<file path="src/rtl/adda_pkg.sv">
// Shared definitions for the DAC output path: pacer states, midscale helper
// and the default sample width.
package adda_pkg;

   localparam int DEFAULT_DATA_WIDTH = 14;

   typedef enum logic {
      PRIME = 1'b0,
      RUN   = 1'b1
   } pacer_state_t;

   // Offset-binary zero: MSB set, all other bits clear.
   function automatic logic [31:0] midscale(input int width);
      return 32'd1 << (width - 1);
   endfunction

endpackage

</file>
<file path="src/rtl/sync_fifo.sv">
// Single-clock FIFO with power-of-two depth; the head word is read
// combinationally from the memory array.
module sync_fifo #(
   parameter int DATA_WIDTH = 14,
   parameter int FIFO_DEPTH = 8
) (
   input  logic                         clk,
   input  logic                         rst,
   input  logic                         push,
   input  logic                         pop,
   input  logic [DATA_WIDTH-1:0]        wdata,
   output logic [DATA_WIDTH-1:0]        rdata,
   output logic [$clog2(FIFO_DEPTH):0]  count,
   output logic                         full,
   output logic                         empty
);

   localparam int ADDR_W = $clog2(FIFO_DEPTH);

   logic [DATA_WIDTH-1:0] r_mem [FIFO_DEPTH];
   logic [ADDR_W-1:0]     r_wr_ptr;
   logic [ADDR_W-1:0]     r_rd_ptr;
   logic [ADDR_W:0]       r_count;
   logic                  w_do_push;
   logic                  w_do_pop;

   assign full      = (r_count == (ADDR_W + 1)'(FIFO_DEPTH));
   assign empty     = (r_count == '0);
   assign count     = r_count;
   assign rdata     = r_mem[r_rd_ptr];
   assign w_do_push = push && !full;
   assign w_do_pop  = pop && !empty;

   // NOTE: the storage array has no reset; clearing pointers and count is
   // enough to discard its contents, and it keeps the array as plain RAM.
   always_ff @(posedge clk) begin
      if (w_do_push) r_mem[r_wr_ptr] <= wdata;
   end

   // NOTE: state uses non-blocking assignments so every register samples
   // pre-edge values regardless of statement order.
   always_ff @(posedge clk) begin
      if (rst) begin
         r_wr_ptr <= '0;
         r_rd_ptr <= '0;
         r_count  <= '0;
      end else begin
         if (w_do_push) r_wr_ptr <= r_wr_ptr + ADDR_W'(1);
         if (w_do_pop)  r_rd_ptr <= r_rd_ptr + ADDR_W'(1);
         case ({w_do_push, w_do_pop})
            2'b10:   r_count <= r_count + (ADDR_W + 1)'(1);
            2'b01:   r_count <= r_count - (ADDR_W + 1)'(1);
            default: r_count <= r_count;
         endcase
      end
   end

endmodule

</file>
<file path="src/rtl/dac_out_pacer.sv">
// Paces buffered offset-binary samples to a DAC, one every RATE_DIV clocks.
// Optional sticky underrun event counter: DAC_OUT_PACER_UNDERRUN_CNT_EN.
module dac_out_pacer
   import adda_pkg::*;
#(
   parameter int DATA_WIDTH = DEFAULT_DATA_WIDTH,
   parameter int FIFO_DEPTH = 8,
   parameter int RATE_DIV   = 4
) (
   input  logic                  clk,
   input  logic                  rst,
   input  logic [DATA_WIDTH-1:0] dsoutdata,
   input  logic                  in_en,
   output logic                  busy,
   output logic [DATA_WIDTH-1:0] dac_data,
   output logic                  dac_wrt,
   output logic                  underrun,
   input  logic                  underrun_clr
`ifdef DAC_OUT_PACER_UNDERRUN_CNT_EN
   ,
   output logic [15:0]           underrun_cnt
`endif
);

   localparam int ADDR_W = $clog2(FIFO_DEPTH);
   localparam int DIV_W  = $clog2(RATE_DIV);
   localparam logic [DATA_WIDTH-1:0] MID_CODE = DATA_WIDTH'(midscale(DATA_WIDTH));
   localparam logic [ADDR_W:0]       HALF_CNT = (ADDR_W + 1)'(FIFO_DEPTH / 2);
   localparam logic [DIV_W-1:0]      DIV_MAX  = DIV_W'(RATE_DIV - 1);
   localparam logic [DIV_W-1:0]      DIV_HALF = DIV_W'(RATE_DIV / 2);

   pacer_state_t          r_state;
   pacer_state_t          w_state_next;
   logic [DIV_W-1:0]      r_div_cnt;
   logic [DIV_W-1:0]      w_div_next;
   logic                  w_tick;
   logic                  w_pop;
   logic                  w_underrun_set;
   logic [DATA_WIDTH-1:0] w_rdata;
   logic [ADDR_W:0]       w_count;
   logic                  w_full;
   logic                  w_empty;

   sync_fifo #(
      .DATA_WIDTH (DATA_WIDTH),
      .FIFO_DEPTH (FIFO_DEPTH)
   ) u_fifo (
      .clk   (clk),
      .rst   (rst),
      .push  (in_en),
      .pop   (w_pop),
      .wdata (dsoutdata),
      .rdata (w_rdata),
      .count (w_count),
      .full  (w_full),
      .empty (w_empty)
   );

   assign busy       = w_full;
   assign w_tick     = (r_div_cnt == DIV_MAX);
   assign w_div_next = w_tick ? '0 : r_div_cnt + DIV_W'(1);

   always_ff @(posedge clk) begin
      if (rst) begin
         r_state   <= PRIME;
         r_div_cnt <= '0;
      end else begin
         r_state   <= w_state_next;
         r_div_cnt <= w_div_next;
      end
   end

   // NOTE: every output of this block is given a default first, so no path
   // leaves a signal unassigned and no latch is inferred.
   always_comb begin
      w_state_next   = r_state;
      w_pop          = 1'b0;
      w_underrun_set = 1'b0;
      if (w_tick) begin
         case (r_state)
            PRIME: if (w_count >= HALF_CNT) w_state_next = RUN;
            RUN: begin
               if (w_empty) begin
                  w_underrun_set = 1'b1;
                  w_state_next   = PRIME;
               end else begin
                  w_pop = 1'b1;
               end
            end
            default: w_state_next = PRIME;
         endcase
      end
   end

   // The DAC latches on the rising dac_wrt edge, half a period after data moves.
   always_ff @(posedge clk) begin
      if (rst) begin
         dac_data <= MID_CODE;
         dac_wrt  <= 1'b0;
         underrun <= 1'b0;
      end else begin
         dac_wrt <= (w_div_next >= DIV_HALF);
         if (w_pop) dac_data <= w_rdata;
         if (w_underrun_set)    underrun <= 1'b1;
         else if (underrun_clr) underrun <= 1'b0;
      end
   end

`ifdef DAC_OUT_PACER_UNDERRUN_CNT_EN
   always_ff @(posedge clk) begin
      if (rst) begin
         underrun_cnt <= '0;
      end else if (w_underrun_set) begin
         if (underrun_clr)                underrun_cnt <= 16'd1;
         else if (underrun_cnt != 16'hFFFF) underrun_cnt <= underrun_cnt + 16'd1;
      end else if (underrun_clr) begin
         underrun_cnt <= '0;
      end
   end
`endif

endmodule

</file>
<file path="config.mk">
export PLATFORM = sky130hd
export DESIGN_NAME = dac_out_pacer
export DESIGN_NICKNAME = d
export VERILOG_FILES = /design/src/rtl/adda_pkg.sv /design/src/rtl/sync_fifo.sv /design/src/rtl/dac_out_pacer.sv
export SDC_FILE = /design/constraint.sdc
export NUM_CORES = 1
export LEC_CHECK = 0
export CAP_MARGIN = 30
export CELL_PAD_IN_SITES_DETAIL_PLACEMENT = 1
export CELL_PAD_IN_SITES_GLOBAL_PLACEMENT = 1
export CORE_MARGIN = 4
export CORE_UTILIZATION = 45
export CTS_CLUSTER_DIAMETER = 200
export DETAILED_ROUTE_END_ITERATION = 10
export GPL_ROUTABILITY_DRIVEN = 1
export PLACE_DENSITY = 0.82
export RECOVER_POWER = 100
export REMOVE_ABC_BUFFERS = 1
export SLEW_MARGIN = 20
export SYNTH_ARGS = -nofsm -noshare
export SYNTH_HDL_FRONTEND = slang
export SYNTH_SLANG_ARGS = --single-unit
</file>
<file path="constraint.sdc">
create_clock -name clk -period 2.5 [get_ports clk]
set_input_delay 0.375 -clock clk [delete_from_list [all_inputs] [get_ports clk]]
set_output_delay 0.375 -clock clk [all_outputs]
set_load 0.02 [all_outputs]
</file>
==> results.cfg, run 1 <==
[placed_design]
gp_congestion = 0.834
pre_cts_ws_ps = -164
port_buffers = 34
dpl-instance-area_sq_mm = 0.00596
hpwl_um = 6940

[critical_path]
cp_max_fo = 5
endpoint_kind = flop
criticalPathCategory = reg2reg
arrival_ps = 2790
worstPathRequired_ps = 2830
cp-start-kind = flop
cp-startpoint = u_fifo.count[3]$_SDFFE_PP0P_
rr_startpoint = u_fifo.count[3]$_SDFFE_PP0P_

[final_layout]
fin_nets = 382
diodes = 0
fillers = 1049
area_delta_synth_final_pct = 23.0
layout_common_cells = 112 x edfxtp_1, 28 x mux4_2, 26 x nor2_1, 26 x dfxtp_1
final_area_sq_mm = 0.00655
drive_above_1_share = 0.241
seq_area_sq_mm = 0.00393
multi_input_area_sq_mm = 0.00136
final_common_cell = edfxtp_1

[routing]
ant_nets = 0
drt-initial-drc-count = 223
dr_total_vias = 2868
drc = 0
wl_per_cell_um = 22.7
routed_wl_um = 11600
first_pass_iters = 4
vias_per_cell = 5.60

[global_routing]
busiest_layer = met2
met3_usage = 0.0545
grt_pass1_vias = 3158
antenna_found_initial = 0
grt_max_degree = 31
grt_overflow = 0
grt_usage = 0.192
use_met1 = 0.241
grtUsageMet2 = 0.321
grt_pass1_wl_um = 18500

[min_path]
hold_start = r_div_cnt[0]$_SDFF_PP0_
hold_path.class = reg2reg

[clocking]
cts_buffers = 17
cts_tree = done
clock_latency_ps = 410
cts_hold_buf = 0
htree_num_levels = 4
postCtsSetupRepairBufs = 0
root_buffer = clkbuf_16
path_clk_slew_ps = 50
clkSinkCount = 140
clk_path_buf_depth = 2

[timing]
slew_viol_final = 0
setup_ws_ps = 40.8
fmax_mhz = 407
finalSetupTns_ps = 0
finClkSkew_ps = 4.10
min_period_ps = 2460
post-route-period-util = 0.984
hold_viol = 0
tightest_slew_ps = 763
finalSetupViolCount = 0
slew_headroom = 0.489

[yosys]
yosysTopAreaCellShare = 0.631
ys_ff_latch = 140
synth.distinct_cells = 33
synth_warnings = 0
yosys.area.top_type = edfxtp_1
synth_area_leaders = edfxtp_1 63%, mux4_2 12%, dfxtp_1 11%, nor2_1 1.8%, nor3_1 1.8%
syn_area_per_cell_sq_um = 17.9
syn_area_sq_mm = 0.00533
synthCells = 298
ys_seq_area_frac = 0.736

[floorplanning]
core_sq_mm = 0.0115
dieWidth_um = 117
die-area_sq_mm = 0.0136
die_y_um = 117
boundaryPins = 35
rows = 39
initial_core_util = 0.463

[status]
outcome = complete, no violations

[pwr]
power.density_mw_per_mm2 = 793
total_power_mw = 5.19
power_leakage_nw = 2.14
vdd_ir_drop_max_uv = 623

[job]
drv_cap = 0
==> flip-flops by register name (all words and copies together) (netlist names) <==
signal / cells
dac_data: 14
r_div_cnt: 2
r_state: 1
u_fifo.count: 4
u_fifo.r_mem: 112
u_fifo.r_rd_ptr: 3
u_fifo.r_wr_ptr: 3
underrun: 1
==> cells in the mapped netlist, drive strengths merged <==
library cell	instances
mux2i	1
o31ai	1
edfxtp	112
nand2b	4
nor3	19
or4	2
inv	6
dfxtp	28
and3	1
or4b	1
xor2	4
mux4	28
a41oi	1
nor4	1
nor2	26
nand2	6
nor2b	1
and2	2
xnor2	2
buf	8
fa	1
a21oi	8
o22ai	13
o21ai	1
clkbuf	7
ha	6
nand3	8
==> stage by stage <==
| stage | utilization | hold WS, ps | std cells |
|---|---|---|---|
| 6_report | 0.569 | 434 | 512 |
| 5_1_grt | 0.569 | 460 | 512 |
| 4_1_cts | 0.568 | 439 | 512 |
| 3_5_place_dp | 0.517 | 431 | 481 |
| 3_3_place_gp | 0.517 | 410 | 481 |
| 2_1_floorplan | - | 398 | 283 |
==> cells by family after synthesis <==
kind of cell | after synthesis | share of synthesized area
adders and majority gates | 7 | 0.0178
DFF | 140 | 0.736
muxes | 29 | 0.120
buffers and inverters | 21 | 0.0209
and+or+nand+nor | 71 | 0.0667
xor gates and xnor gates | 6 | 0.00986
AOI/OAI and AO/OA | 24 | 0.0282
==> final cells by class <==
type                    count  area share
clock inverters            11      0.0193
clock buffers              20      0.0666
multi-input cells         137       0.208
repair buffers             55      0.0766
well taps                 143      0.0273
inverters                   6     0.00344
flip-flops and latches    140       0.599
==> metal layers <==
| layer | vias up | wire length [um] |
|---|---|---|
| met1 | 1486 | 4870 |
| met2 | 75 | 6150 |
| met3 | 14 | 460 |
| li1 | 1293 | - |
| met4 | 0 | 152 |
| met5 | - | 0 |
==> critical path: stages (launching register included) <==
cell	delay [ps]
dfxtp_2	340
or4_4	540
and2_4	160
ha_2	210
ha_4	300
nand3_2	100
and3_4	180
or4_1	400
a21oi_1	150
==> report_power, final <==
group,switching (mW),leakage (nW),internal [mW]
Clock,0.873,0.271,1.54
Sequential,0.0244,1.25,2.57
Combinational,0.106,0.619,0.0788
Total,1.00,2.14,4.19
==> worst paths after layout <==
| kind | to | slack (ps) | cells past startpoint |
|---|---|---|---|
| max | u_fifo.count[3]$_SDFFE_PP0P_ | 40 | 8 |
| min | r_div_cnt[0]$_SDFF_PP0_ | 430 | 1 |
| max reg2reg | u_fifo.count[3]$_SDFFE_PP0P_ | 40 | 8 |
| min reg2reg | r_div_cnt[0]$_SDFF_PP0_ | 430 | 1 |
==> repair_timing <==
action                     CTS  global route
pin swaps                    0             3
gates resized for setup      4             5
setup endpoints to repair    2             1
cloned                       0             0
No activity file was read; power rests on OpenSTA's default activity.
==> run 2, diff against run 1 <==
ABC_AREA = 1   (was not set)
CORE_UTILIZATION = 42   (was 45)
PLACE_DENSITY = 0.83   (was 0.82)
==> run 2 against run 1 <==
Against the previous run:
- the run now ends with max-capacitance violations, max-slew violations left
- synthesized area increased by 10%
- setup slack improved by 250 ps
- maximum frequency rose by 11%
- clock-buffer cell count decreased by 3
- worst hold slack better by 8.4 ps
- wire length rose by 32%
- clock skew is 1.6 ps higher
- largest cell class unchanged
- final area is 6.9% higher
- cell count up 60%
==> results.cfg, run 2 <==
[yosys]
synth_warnings = 0
synthCells = 586
yosys.area.top_type = edfxtp_1
syn_area_per_cell_sq_um = 10.0
ys_seq_area_frac = 0.668
yosysTopAreaCellShare = 0.572
syn_area_sq_mm = 0.00588
synth.distinct_cells = 23
ys_ff_latch = 140
synth_area_leaders = edfxtp_1 57%, nand2_1 11%, dfxtp_1 9.5%, nand3_1 7.2%, inv_1 6.3%
synthFlopType = edfxtp_1
synth-edff-count = 112
yosys-top-cells-count = 168 x nand2_1, 112 x edfxtp_1, 98 x inv_1
yosysMostFrequentCell = nand2_1
async_flop_share = 0

[final_layout]
top_register = u_fifo.r_mem
diodes = 0
fin_nets = 656
final_common_cell = nand2_1
area_delta_synth_final_pct = 19.2
largest_reg_flops = 112
layout_common_cells = 168 x nand2_1, 112 x edfxtp_1, 98 x inv_1, 84 x nand3_1, 32 x dlygate4sd3_1
drive_above_1_share = 0.0699

[pwr]
combPwrFrac = 0.036
p_seq_frac = 0.491
power.density_mw_per_mm2 = 752
switching_power_mw = 1.10
switching_share = 0.208
p_clk_frac = 0.472
total_power_mw = 5.27
power.internal_mw = 4.18
power_leakage_nw = 2.93
vdd_ir_drop_max_uv = 533

[floorplanning]
rows = 42
die_y_um = 126
boundaryPins = 35
die-area_sq_mm = 0.0159
core_sq_mm = 0.0135
initial_core_util = 0.437
dieWidth_um = 126

[critical_path]
rr_endpoint = u_fifo.count[3]$_SDFFE_PP0P_
rr_startpoint = u_fifo.count[0]$_SDFFE_PP0P_
criticalPathCategory = reg2out
arrival_ps = 1840
r2r_setup_slack_ps = 320
worstPathRequired_ps = 2120
endpoint_kind = output pin
cp-start-kind = flop
cp-startpoint = u_fifo.count[0]$_SDFFE_PP0P_
ff2ff_path_depth = 10
cp_max_fo = 4

[min_path]
hold_start = r_div_cnt[0]$_SDFF_PP0_
hold_path.class = reg2reg
min_path_cells = 1
hold_end = r_div_cnt[0]$_SDFF_PP0_

[timing]
post-route-period-util = 0.885
slew_headroom = -0.0613
hold_viol = 0
tightest_slew_ps = 1590
finClkSkew_ps = 5.70
finalSetupTns_ps = 0
slew_viol_final = 29
min_period_ps = 2210
fmax_mhz = 452
finalSetupViolCount = 0
rsz0062_at_grt = false

[clocking]
cts_hold_buf = 0
clock_latency_ps = 420
cts_resized = 0
cts_buffers = 17
clk_path_buf_depth = 2
cts_tree = done
root_buffer = clkbuf_16
clkSinkCount = 140
htree_num_levels = 4
postCtsSetupRepairBufs = 0
path_clk_slew_ps = 60

[routing]
wl_per_cell_um = 18.7
dr_total_vias = 4208
drt-initial-drc-count = 342
drc = 0
ant_nets = 0
first_pass_iters = 4
vias_per_cell = 5.13
routed_wl_um = 15400

[placed_design]
port_buffers = 34
gp_congestion = 0.809
hpwl_um = 8810

[global_routing]
antenna_found_initial = 0
grt_overflow = 0
grt_pass1_vias = 4581
grt_max_degree = 59
grt_pass1_wl_um = 24400
grt_usage = 0.201

[status]
violations = max-capacitance violations, max-slew violations
outcome = complete, but fails checks

[job]
drv_cap = 1
run 2: critical path, stage by stage (launching register included):
cell	delay (ps)
dfxtp_1	340
nor2_1	190
nand3_1	140
inv_1	70
dlygate4sd3_1	670
run 2: power by group through the flow:
stage          sequential [mW]  clock, mW  combinational, mW
2_1_floorplan             2.64          0             0.0872
3_5_place_dp              2.64          0              0.198
6_report                  2.59       2.49              0.192
4_1_cts                   2.59       2.52              0.203
3_3_place_gp              2.63          0              0.180
5_1_grt                   2.59       2.63              0.215
run 2: worst max-delay path by stage:
stage	end	slack [ps]
5_1_grt	u_fifo.count[3]$_SDFFE_PP0P_	110
2_1_floorplan	u_fifo.count[3]$_SDFFE_PP0P_	-90
3_3_place_gp	u_fifo.count[3]$_SDFFE_PP0P_	250
3_5_place_dp	u_fifo.count[3]$_SDFFE_PP0P_	140
4_1_cts	u_fifo.count[3]$_SDFFE_PP0P_	330
6_report	busy	290
run 2: logic make-up after synthesis:
family,Yosys count,share of synthesized area
simple gates,279,0.198
flops,140,0.668
buf+inv,125,0.0847
compound gates,34,0.0315
fa+ha+maj,7,0.0162
xor+xnor,1,0.00149
run 2: routing by layer:
| metal | GRT usage | wire length (um) | up-vias |
|---|---|---|---|
| li1 | - | - | 1995 |
| met1 | 0.229 | 6070 | 2097 |
| met2 | 0.360 | 8140 | 85 |
| met3 | 0.0467 | 728 | 31 |
| met4 | 0.0927 | 421 | 0 |
| met5 | 0 | 0 | - |
run 2: final cells by class:
type / count / area, sq um
clock buffers: 17 / 425
clock inverters: 15 / 155
fillers: 1504 / 6450
inverters: 100 / 375
multi-input cells: 321 / 1460
flip-flops and latches: 140 / 3930
well taps: 176 / 220
repair buffers: 51 / 450
run 2: through the flow:
step                      setup WS [ps]  area, sq um  utilization  instances  hold slack (ps)
after floorplan                   -91.8         5750            -        561              398
after global placement              249         6460        0.480        788              410
after detailed placement            141         6460        0.480        788              443
after CTS                           326         7040        0.523        820              452
after global routing                106         7010        0.521        820              467
final                               287         7010        0.521        820              443
==> run 3, diff against run 2 <==
ABC_CLOCK_PERIOD_IN_PS = 2500   (was not set)
==> results of run 3 <==
No change in the layout: final DEF, timing and power equal those of run 2.
